## src/rtl/store_buffer_pkg.sv

```systemverilog
// Shared types for the posted-write store buffer.
// Entry layout, pointer width and word-index helper.
package store_buffer_pkg;

  localparam int SB_DEPTH      = 4;
  localparam int SB_ADDR_WIDTH = 32;
  localparam int SB_DATA_WIDTH = 32;
  localparam int SB_PTR_W      = $clog2(SB_DEPTH) + 1;
  localparam int SB_IDX_W      = SB_PTR_W - 1;

  typedef struct packed {
    logic                     valid;
    logic [SB_ADDR_WIDTH-3:0] word;
    logic [SB_DATA_WIDTH-1:0] data;
  } sb_entry_t;

  function automatic logic [SB_ADDR_WIDTH-3:0] word_of(
    input logic [SB_ADDR_WIDTH-1:0] addr
  );
    return addr[SB_ADDR_WIDTH-1:2];
  endfunction

endpackage

```

## src/rtl/sb_forward_match.sv

```systemverilog
// Youngest-match selector: walks entries oldest to youngest
// starting at head, so the last hit seen is nearest the tail.
module sb_forward_match #(
  parameter int DEPTH = 4,
  parameter int IDX_W = 2
) (
  input  logic [DEPTH-1:0] match,
  input  logic [IDX_W-1:0] head,
  output logic             hit,
  output logic [IDX_W-1:0] sel
);

  logic [IDX_W-1:0] idx;

  always_comb begin
    hit = 1'b0;
    sel = head;
    idx = head;
    for (int age = 0; age < DEPTH; age++) begin
      idx = head + IDX_W'(age);
      if (match[idx]) begin
        hit = 1'b1;
        sel = idx;
      end
    end
  end

endmodule

```

## src/rtl/store_buffer.sv

```systemverilog
// Posted-write store buffer with load forwarding and REQ/ACK drain.
// Optional in-place merging of stores: STORE_BUFFER_COALESCE_EN.
module store_buffer
  import store_buffer_pkg::*;
#(
  parameter int DEPTH      = SB_DEPTH,
  parameter int ADDR_WIDTH = SB_ADDR_WIDTH,
  parameter int DATA_WIDTH = SB_DATA_WIDTH
) (
  input  logic                  CLK,
  input  logic                  RESET,
  input  logic                  SIG_WRITE,
  input  logic [ADDR_WIDTH-1:0] MEM_ADDR,
  input  logic [DATA_WIDTH-1:0] MEM_DATA,
  output logic [DATA_WIDTH-1:0] MEM_READ,
  output logic                  STALL,
  output logic                  OVERFLOW,
  output logic                  EMPTY,
  output logic                  BK_REQ,
  output logic [ADDR_WIDTH-1:0] BK_WADDR,
  output logic [DATA_WIDTH-1:0] BK_WDATA,
  input  logic                  BK_ACK,
  output logic [ADDR_WIDTH-1:0] BK_RADDR,
  input  logic [DATA_WIDTH-1:0] BK_RDATA
);

  localparam int PTR_W = $clog2(DEPTH) + 1;
  localparam int IDX_W = PTR_W - 1;

  sb_entry_t        ent [DEPTH];
  logic [PTR_W-1:0] head, tail;
  logic [IDX_W-1:0] head_i, tail_i;
  logic             ovf;
  logic             empty, full;
  logic             pop, push, coal;
  logic [ADDR_WIDTH-3:0] in_word;
  logic [DEPTH-1:0] match;
  logic             hit;
  logic [IDX_W-1:0] sel;

  assign head_i  = head[IDX_W-1:0];
  assign tail_i  = tail[IDX_W-1:0];
  assign in_word = word_of(MEM_ADDR);

  assign empty = (head == tail);
  assign full  = (head_i == tail_i) &&
                 (head[PTR_W-1] != tail[PTR_W-1]);

  assign pop = BK_REQ && BK_ACK;

`ifdef STORE_BUFFER_COALESCE_EN
  logic [IDX_W-1:0] last_i;
  assign last_i = tail_i - 1'b1;
  // Head is excluded so the word on the memory bus never changes.
  assign coal = SIG_WRITE && ent[last_i].valid &&
                (ent[last_i].word == in_word) &&
                (last_i != head_i);
`else
  assign coal = 1'b0;
`endif

  assign STALL = SIG_WRITE && full && !pop && !coal;
  assign push  = SIG_WRITE && !STALL && !coal;

  always_ff @(posedge CLK or posedge RESET) begin
    if (RESET) begin
      head <= '0;
      tail <= '0;
      ovf  <= 1'b0;
      for (int i = 0; i < DEPTH; i++)
        ent[i] <= '0;
    end else begin
      if (STALL)
        ovf <= 1'b1;
`ifdef STORE_BUFFER_COALESCE_EN
      if (coal)
        ent[last_i].data <= MEM_DATA;
`endif
      if (pop) begin
        ent[head_i].valid <= 1'b0;
        head <= head + 1'b1;
      end
      // On a full pop+push, tail_i equals head_i; push wins.
      if (push) begin
        ent[tail_i].valid <= 1'b1;
        ent[tail_i].word  <= in_word;
        ent[tail_i].data  <= MEM_DATA;
        tail <= tail + 1'b1;
      end
    end
  end

  always_comb begin
    match = '0;
    for (int i = 0; i < DEPTH; i++)
      match[i] = ent[i].valid && (ent[i].word == in_word);
  end

  sb_forward_match #(
    .DEPTH (DEPTH),
    .IDX_W (IDX_W)
  ) u_fwd (
    .match (match),
    .head  (head_i),
    .hit   (hit),
    .sel   (sel)
  );

  assign MEM_READ = hit ? ent[sel].data : BK_RDATA;
  assign BK_RADDR = MEM_ADDR & ~ADDR_WIDTH'(3);
  assign EMPTY    = empty;
  assign BK_REQ   = !empty;
  assign OVERFLOW = ovf;
  assign BK_WADDR = ent[head_i].valid ? {ent[head_i].word, 2'b00} : '0;
  assign BK_WDATA = ent[head_i].valid ? ent[head_i].data : '0;

endmodule
```

## config.mk

```make
export PLATFORM = sky130hd
export DESIGN_NAME = store_buffer
export DESIGN_NICKNAME = d
export VERILOG_FILES = /design/src/rtl/store_buffer_pkg.sv /design/src/rtl/sb_forward_match.sv /design/src/rtl/store_buffer.sv
export SDC_FILE = /design/constraint.sdc
export NUM_CORES = 1
export LEC_CHECK = 0
export ABC_AREA = 0
export CELL_PAD_IN_SITES_DETAIL_PLACEMENT = 0
export CELL_PAD_IN_SITES_GLOBAL_PLACEMENT = 2
export CORE_ASPECT_RATIO = 0.5
export CORE_MARGIN = 8
export CORE_UTILIZATION = 37
export CTS_CLUSTER_SIZE = 40
export DETAILED_ROUTE_END_ITERATION = 6
export PLACE_DENSITY_LB_ADDON = 0.1
export SETUP_SLACK_MARGIN = 0.3
export SKIP_CTS_REPAIR_TIMING = 1
export SLEW_MARGIN = 20
export SYNTH_ARGS = -nofsm -noshare
export SYNTH_HDL_FRONTEND = slang
export SYNTH_SLANG_ARGS = --single-unit
```

## constraint.sdc

```tcl
create_clock -name CLK -period 10.8 [get_ports CLK]
set_input_delay 1.08 -clock CLK [delete_from_list [all_inputs] [get_ports CLK]]
set_output_delay 1.08 -clock CLK [all_outputs]
set_load 0.1 [all_outputs]
```

==> impl_metrics.tcl <==
set metrics [dict create \
    status "finished, final reports clean" \
    avgSynthCellArea_sq_um 12.4 \
    die_height_microns 161 \
    synth_top_area_cell "dfrtp_1" \
    die_w_microns 305 \
    reg2regPathDepth 8 \
    wl_met3_microns 1930 \
    dieArea_sq_um 49000 \
    tightest_slew_ns 1.08 \
    vias 10600 \
    grt_max_degree 119 \
    clk_latency_ns 0.57 \
    tns_ns 0 \
    pre_cts_ws_ns 2.43 \
    viasPerCell 5.42 \
    grt_remaining_overflow 0 \
    worstPathMaxFanout 39 \
    cts_buffer_depth 3 \
    synth_top_cell_area_share 0.419 \
    io_pins 232 \
    htree_levels 1 \
    setup_viol 0 \
    dp_hpwl_microns 32500 \
    dr.pass1.iters 4 \
    whs_path_depth 1 \
    routed_wl_microns 48300 \
    r2r_slack_ns 6.66 \
    yosysWarnings 0 \
    gp_congestion 0.881 \
    cts_tree "done" \
    maxCapViolCount 0 \
    clkTransAtPathRegs_ns 0.07 \
    route.met2.wl_microns 24600 \
    min_to "OVERFLOW" \
    synth_seq_cells 259 \
    cp.arrival_ns 7.32 \
    core_area_sq_um 41600 \
    synth_ff_type "dfrtp_1" \
    finalCriticalPeriod_ns 8.40 \
    hold_viol 0 \
    routedWlPerCell_microns 24.6 \
    grt_pass1_wl_microns 73700 \
    fmax_ghz 0.119 \
    yosysSeqAreaShare 0.419 \
    start_kind "primary input" \
    drcViolationCount 0 \
    synth.distinct_cells 52 \
    crit_required_ns 9.72 \
    rsz0062_at_grt "false" \
    final_util 0.451 \
    syn_inst 1249 \
    worst-setup-path-type "in2out" \
    gr-usage-all-layers 0.193 \
    rr_endpoint "ent[51]" \
    fillers 3846 \
    async_flop_share 1.00 \
    finClkSkew_ns 0.0248 \
    r2r_start "head[1]" \
    portBuffers 225 \
    top_layer_used "met4" \
    m1WireLength_microns 21200 \
    cts_made_buffers 27 \
    end_kind "output port" \
    final_nets 1497 \
    initial_core_util 0.372 \
    grt_pass1_vias 11600 \
    ant_nets 0 \
    hp-class "reg2reg" \
    root_buffer "clkbuf_16" \
    cts.sinks 259 \
    fin_crit_sh 0.778 \
    slew_headroom 0.282 \
    initialDrtViolationCount 501 \
    std_cell_rows 53 \
    drv_slew 0 \
    drive_gt1_frac 0.294 \
    antenna_found_initial 1 \
    yosys-top-cells-area "dfrtp_1 (42%), mux2_2 (18%), mux4_2 (9.3%)" \
    final.setup.worst_slack_ns 2.40 \
    worst_hold_slack_ns 0.476 \
    min_from "OVERFLOW" \
    syn-cell-area_sq_um 15500 \
    synthToLayoutAreaGrowth_pct 21.3 \
    synth_edf_count 0 \
]
==> sequential cells by signal, indices dropped and copies added, names as in the netlist <==
register  count
OVERFLOW      1
ent         252
head          3
tail          3
==> area by class of cell <==
| class | count | area (sq um) | share of cell area |
|---|---|---|---|
| Multi-Input combinational cell | 838 | 8200 | 0.437 |
| Sequential cell | 259 | 6490 | 0.346 |
| Timing Repair Buffer | 241 | 2380 | 0.127 |
| Clock buffer | 36 | 739 | 0.0394 |
| Tap cell | 550 | 688 | 0.0367 |
| Clock inverter | 14 | 183 | 0.00973 |
| Inverter | 22 | 90.1 | 0.00480 |
| Antenna cell | 1 | 2.50 | 0.000133 |
==> cells in the mapped netlist, types with 19 or more instances <==
cell type / instances
dfrtp_1: 259
mux2_2: 250
xnor2_1: 109
nor2b_1: 85
mux4_2: 64
nand4_1: 61
clkbuf_1: 48
buf_4: 44
nand2_1: 39
a211oi_1: 35
nor2_1: 33
mux2i_1: 26
a221oi_1: 24
inv_1: 21
buf_2: 19
==> routing by layer <==
| layer | GRT usage | vias up |
|---|---|---|
| met1 | 0.247 | 5562 |
| met5 | 0 | - |
| met4 | 0.0359 | 0 |
| met3 | 0.0344 | 38 |
| met2 | 0.344 | 211 |
| li1 | - | 4824 |
==> worst max-delay path, stage by stage <==
cell,delay (ns)
clkdlybuf4s50_1,0.63
xnor2_1,0.51
nand4_1,0.16
nor4_2,0.64
nand2_1,0.22
mux4_2,0.59
a221oi_4,0.24
buf_4,0.48
a21o_2,0.89
a211oi_1,0.18
a311oi_1,0.46
clkdlybuf4s50_1,1.22
==> layout by cell type (no fill, tap or decap), types with 3 or more instances in the layout <==
cell type,netlist,routed
clkbuf_1,48,6
clkinv_2,0,6
nor2_1,33,33
nand3_1,15,14
conb_1,1,4
xor2_1,3,3
and2_1,5,6
a311oi_1,6,6
nor4_1,8,8
clkbuf_8,0,3
buf_4,44,15
xnor2_1,109,109
nand4_1,61,61
ha_1,8,8
nand2_1,39,35
dfrtp_1,259,257
a221oi_1,24,24
nor2b_1,85,85
clkbuf_16,0,27
nor4_2,8,8
o311ai_0,4,4
nand2_4,0,4
a211oi_1,35,35
bufinv_16,0,4
xnor2_2,15,15
mux2i_1,26,26
a21oi_1,4,4
o21ai_0,9,9
mux2_2,250,250
mux4_2,64,64
clkdlybuf4s50_1,0,225
inv_1,21,20
==> per-stage QoR <==
stage | area, sq um | instances
after floorplan | 15500 | 1252
after global placement | 17800 | 1910
after detailed placement | 17800 | 1910
after CTS | 18800 | 1960
after global routing | 18800 | 1961
final | 18800 | 1961
==> worst max-delay path by stage <==
stage | from | end | slack [ns] | depth (start not counted)
final | MEM_ADDR[8] | MEM_READ[10] | 2.40 | 12
after global routing | MEM_ADDR[12] | MEM_READ[31] | 2.16 | 12
after CTS | MEM_ADDR[8] | MEM_READ[13] | 2.42 | 12
after detailed placement | MEM_ADDR[8] | MEM_READ[10] | 2.43 | 12
after global placement | MEM_ADDR[8] | MEM_READ[31] | 2.41 | 12
after floorplan | RESET | OVERFLOW | 2.59 | 1
==> cells by family after synthesis <==
logic type               synth area share
multiplexers                        0.292
XOR/XNOR                           0.0791
flip-flops                          0.419
AND/OR/NAND/NOR                    0.0948
buffers and inverters              0.0564
other                            0.000242
adder cells (fa/ha/maj)           0.00647
AO/OA/AOI/OAI                      0.0525
Power is left out: the tool's default activity adds up to more than one toggle a clock period on the data nets, which glitch-free logic cannot reach.
